<file path="src/rtl/pll_reset_sequencer.sv">
// PLL lock qualifier and system reset sequencer for the iCE40 PLL clock domain.
// Ports: clk_i, reset_i (async, high), pll_lock_i (async), pll_resetb_o,
//   reset_o, ready_o, lock_loss_count_o[7:0]. Option: PLL_RESET_TIMEOUT_EN.
module pll_reset_sequencer #(
  parameter int SyncStages    = 2,
  parameter int LockCycles    = 1024,
  parameter int HoldCycles    = 16,
  parameter int TimeoutCycles = 65536
) (
  input  logic       clk_i,
  input  logic       reset_i,
  input  logic       pll_lock_i,
  output logic       pll_resetb_o,
  output logic       reset_o,
  output logic       ready_o,
  output logic [7:0] lock_loss_count_o
);

  localparam int MaxLh =
    LockCycles > HoldCycles ? LockCycles : HoldCycles;
`ifdef PLL_RESET_TIMEOUT_EN
  // cnt doubles as the timeout and PLL_RST
  // duration counter, so it must reach 15.
  localparam int MaxTr =
    TimeoutCycles > 16 ? TimeoutCycles : 16;
`else
  localparam int MaxTr = TimeoutCycles;
`endif
  localparam int CntMax =
    MaxLh > MaxTr ? MaxLh : MaxTr;
  localparam int CntW =
    CntMax > 1 ? $clog2(CntMax) : 1;

  localparam logic [CntW-1:0] LockLast =
    CntW'(LockCycles - 1);
  localparam logic [CntW-1:0] HoldLast =
    CntW'(HoldCycles - 1);
  localparam logic [CntW-1:0] CntOne =
    CntW'(1);
`ifdef PLL_RESET_TIMEOUT_EN
  localparam logic [CntW-1:0] TmoLast =
    CntW'(TimeoutCycles - 1);
  localparam logic [CntW-1:0] RstLast =
    CntW'(15);
`endif

  typedef enum logic [2:0] {
    WAIT_LOCK = 3'd0,
    STABLE    = 3'd1,
    HOLD      = 3'd2,
    RUN       = 3'd3
`ifdef PLL_RESET_TIMEOUT_EN
    ,
    PLL_RST   = 3'd4
`endif
  } state_e;

  state_e          state_q, state_d;
  logic [CntW-1:0] cnt_q, cnt_d;
  logic [7:0]      llc_q, llc_d;
  logic [SyncStages-1:0] sync_q;
  logic            lock_sync;

  always_ff @(posedge clk_i or posedge reset_i) begin
    if (reset_i) begin
      sync_q <= '0;
    end else begin
      sync_q <= {sync_q[SyncStages-2:0],
                 pll_lock_i};
    end
  end

  assign lock_sync = sync_q[SyncStages-1];

  always_ff @(posedge clk_i or posedge reset_i) begin
    if (reset_i) begin
      state_q <= WAIT_LOCK;
      cnt_q   <= '0;
      llc_q   <= '0;
    end else begin
      state_q <= state_d;
      cnt_q   <= cnt_d;
      llc_q   <= llc_d;
    end
  end

  // Every transition clears cnt so each state
  // starts counting from zero.
  always_comb begin
    state_d = state_q;
    cnt_d   = cnt_q;
    llc_d   = llc_q;
    unique case (state_q)
      WAIT_LOCK: begin
        if (lock_sync) begin
          state_d = STABLE;
          cnt_d   = '0;
        end
`ifdef PLL_RESET_TIMEOUT_EN
        else if (cnt_q == TmoLast) begin
          state_d = PLL_RST;
          cnt_d   = '0;
        end else begin
          cnt_d = cnt_q + CntOne;
        end
`endif
      end
      STABLE: begin
        if (!lock_sync) begin
          state_d = WAIT_LOCK;
          cnt_d   = '0;
        end else if (cnt_q == LockLast) begin
          state_d = HOLD;
          cnt_d   = '0;
        end else begin
          cnt_d = cnt_q + CntOne;
        end
      end
      HOLD: begin
        if (!lock_sync) begin
          state_d = WAIT_LOCK;
          cnt_d   = '0;
        end else if (cnt_q == HoldLast) begin
          state_d = RUN;
          cnt_d   = '0;
        end else begin
          cnt_d = cnt_q + CntOne;
        end
      end
      RUN: begin
        if (!lock_sync) begin
          state_d = WAIT_LOCK;
          cnt_d   = '0;
          if (llc_q != 8'hff) begin
            llc_d = llc_q + 8'd1;
          end
        end
      end
`ifdef PLL_RESET_TIMEOUT_EN
      PLL_RST: begin
        if (cnt_q == RstLast) begin
          state_d = WAIT_LOCK;
          cnt_d   = '0;
        end else begin
          cnt_d = cnt_q + CntOne;
        end
      end
`endif
      default: begin
        state_d = WAIT_LOCK;
        cnt_d   = '0;
      end
    endcase
  end

  assign reset_o = (state_q != RUN);
  assign ready_o = (state_q == RUN);
  assign lock_loss_count_o = llc_q;

`ifdef PLL_RESET_TIMEOUT_EN
  assign pll_resetb_o = (state_q != PLL_RST);
`else
  assign pll_resetb_o = 1'b1;
`endif

endmodule

</file>
<file path="config.mk">
export PLATFORM = sky130hd
export DESIGN_NAME = pll_reset_sequencer
export DESIGN_NICKNAME = d
export VERILOG_FILES = /design/src/rtl/pll_reset_sequencer.sv
export SDC_FILE = /design/constraint.sdc
export NUM_CORES = 1
export LEC_CHECK = 0
export ABC_CLOCK_PERIOD_IN_PS = 3100
export BUFFER_PORTS_ARGS = -buffer_cell sky130_fd_sc_hd__buf_4
export CORE_MARGIN = 2
export CORE_UTILIZATION = 45
export DETAILED_ROUTE_END_ITERATION = 16
export GPL_ROUTABILITY_DRIVEN = 0
export GPL_TIMING_DRIVEN = 0
export HOLD_SLACK_MARGIN = 0.03
export PLACE_DENSITY = 0.68
export RECOVER_POWER = 50
export SETUP_SLACK_MARGIN = 0.2
export SYNTH_ARGS = -nofsm -noshare
export SYNTH_HDL_FRONTEND = slang
export SYNTH_SLANG_ARGS = --single-unit
</file>
<file path="constraint.sdc">
create_clock -name clk_i -period 3.1 [get_ports clk_i]
set_clock_uncertainty 0.2 [all_clocks]
set_input_delay 0.31 -clock clk_i [delete_from_list [all_inputs] [get_ports clk_i]]
set_output_delay 0.31 -clock clk_i [all_outputs]
set_load 0.03 [all_outputs]
</file>
==> flow_summary.ini <==
[finish]
layout.core_utilization_pct = 52.2
design_area_mm2 = 0.00175
drive_above_1_share_pct = 12.0
area.growth.synth_to_final_pct = 10.9
final_nets = 194
final-instance-count-excl-fill = 229
insertedDiodeCount = 0

[sta]
fin_setup_tns_ps = 0
rsz0062_at_grt = false
setup_viol = 0
max_freq_mhz = 384
slew-limit-headroom_pct = 28.9
final_max_slew_viol_count = 0
period_needed_ps = 2600
min_period_over_period_pct = 84.0
final-hold-violation-count = 0
timing_worst_slew_pin_value_ps = 1070

[logic_synthesis]
ys_ff_latch = 28
ys_top_cells_by_area = sky130_fd_sc_hd__dfrtp_1 44%, sky130_fd_sc_hd__ha_1 4.7%, sky130_fd_sc_hd__nand2_1 3.6%, sky130_fd_sc_hd__xnor2_1 3.3%, sky130_fd_sc_hd__nand4_1 3.2%
synth.distinct_cells = 46
netlist.top_cell.by_area = sky130_fd_sc_hd__dfrtp_1
ffs_w_async_s_r_synth_pct = 100
synth_seq_area_share_pct = 44.3
yosysMostFrequentCell = sky130_fd_sc_hd__dfrtp_1
post_synth_design_cell_area_mm2 = 0.00158
synth-warning-count = 0
ys.flop_type = sky130_fd_sc_hd__dfrtp_1
post_synth_inst_count = 167
syn_nets = 176
yosys-top-cells-count = 28 x sky130_fd_sc_hd__dfrtp_1, 15 x sky130_fd_sc_hd__nand2_1, 13 x sky130_fd_sc_hd__nor2_1
synth.top_cell.area_share_pct = 44.3
synthesis.area_per_instance_um2 = 9.47
synth_edf_count = 0

[power_and_ir_drop]
p_per_area_mw_per_mm2 = 557
vdd.ir_drop.worst_v = 0.000325
report.power.total_mw = 0.976
static-leakage-power_nw = 0.747

[clock_tree]
htree_num_levels = 1
root_buffer = sky130_fd_sc_hd__clkbuf_4
clock_latency_ps = 330
clock_sinks = 28
clock_tree_from_tritoncts = done
ctsLongestPathBuffers = 2
cts.repair_timing.setup_buffer_count = 0
cts_inserted_buffers = 3
clk_transition_reported_paths_ps = 150

[grt]
first_pass_grt_wire_length_mm = 6.14
overflow = 0
grt_start_max_net_pins = 29
grt_antenna_before_repair = 0
vias_in_the_first_global_route = 1333
groute.usage.overall_pct = 19.0

[critical_path]
path_common_cell = sky130_fd_sc_hd__nor3_1
cpLargestDelayFamily = simple AND/OR/NAND/NOR gates
critPathArrivalTime_ps = 2610
crit_start = cnt_q[0]
setup.worst_path.end_class = flop
crit_path_max_fanout = 7
path_class = reg -> reg
cp.buffers_inverters = 0
r2r_start = cnt_q[0]
worstSetupStartpointType = flop
crit_path_cell_trace = ha_1 -> nand3_1 -> nor3_1 -> a21oi_1 -> nor3_2 -> nor3_1
worst_ep_required_time_ps = 3100
max_stage_delay_ps = 530
worst_path_slowest_cell = sky130_fd_sc_hd__nor3_1

[min_path]
hold_path.class = in -> async

[run_status]
outcome = finished clean

[routing]
avgViaCountPerCell = 5.79
drt-pass1-iter-count = 4
met2WireLength_mm = 1.79
detail-route-antenna-nets = 0
drt_drc_violations_left = 0
met1Wirelength_mm = 1.54
wl_met3_um = 92
detail_route.iter0.violations = 52
route.detailed.wl_per_inst_um = 15.1
highest_layer = met4
route.vias.total = 1325
wl_mm = 3.47

[flow_run]
max_cap_violations = 0

[floorplan]
start_util_pct = 47.0
die_w_um = 63.3
i_o_pins = 14
full_die_area_mm2 = 0.00400
design.core.area_mm2 = 0.00336
die_height_um = 63.3
rows = 21

[placement]
place.port_buffers = 12
post-dp-hpwl_mm = 2.54
dpl_cell_area_mm2 = 0.00173
numPlacedInstances = 225
-- cell families after synthesis --
family                     count (synthesis)  synth area share [%]
muxes                                      2                  1.34
AOI/OAI and AO/OA                         37                  16.5
and+or+nand+nor                           70                  24.3
xor gates and xnor gates                   9                  4.98
buffers and inverters                     14                  3.56
DFF                                       28                  44.3
other                                      1                 0.237
adders and majority gates                  6                  4.75
-- final timing paths --
path,slack [ps],end,cells past startpoint
max reg2reg,500,cnt_q[8],6
min in group clk_i,170,sync_q[1],0
max in group asynchronous,2030,cnt_q[5],2
max,500,cnt_q[8],6
min reg2reg,170,sync_q[1],0
min,20,lock_loss_count_o[1],2
-- area by class of cell --
cell class,instances,area [um2]
buffer,5,22.5
clock buffer,3,22.5
fill,352,1610
inverter,9,33.8
multi-input combinational,125,828
sequential,28,701
tap,46,57.6
timing repair buffer,13,88.8
-- registers in the layout, summed over array words and instances (netlist names) --
| register | cells |
|---|---|
| cnt_q | 16 |
| lock_loss_count_o | 8 |
| state_q | 2 |
| sync_q | 2 |
-- stage by stage --
stage	setup WS (ps)	hold WS (ps)
after floorplan	861	131
after global placement	545	133
after detailed placement	469	143
after CTS	436	65.6
after global routing	345	131
final	496	24.5
-- repair_timing --
item                       4_1_cts  5_1_grt
setup endpoints to repair        0        1
hold endpoints to repair         1        0
resized for setup                0        1
hold buffers                     1        0
-- report_power, final --
| part | total [mW] | internal (mW) | switching, mW |
|---|---|---|---|
| registers | 0.450 | 0.400 | 0.0495 |
| clock network | 0.154 | 0.0456 | 0.109 |
| logic | 0.372 | 0.125 | 0.248 |
| total | 0.976 | 0.571 | 0.406 |
-- layout by cell type, fill, tap and decap left out, drive strengths merged, types with 2 or more instances in the layout --
master / instances
a211oi: 2
a21boi: 2
a21oi: 6
a22oi: 2
a31oi: 2
and2: 2
and3: 3
and4: 2
buf: 8
clkbuf: 12
dfrtp: 28
ha: 6
inv: 9
nand2: 15
nand3: 8
nand4: 8
nor2: 13
nor3: 7
nor4: 2
o2111ai: 3
o211ai: 4
o21ai: 7
o22ai: 2
o311ai: 2
or3: 4
or4: 2
xnor2: 6
xor2: 3
-- metal layers --
layer  track usage (%)  up-vias
met1              24.2      654
met5                 0        -
met2              33.4       20
met3              2.68        4
li1                  -      647
met4              5.71        0
Power figures use the tool's default switching activity.
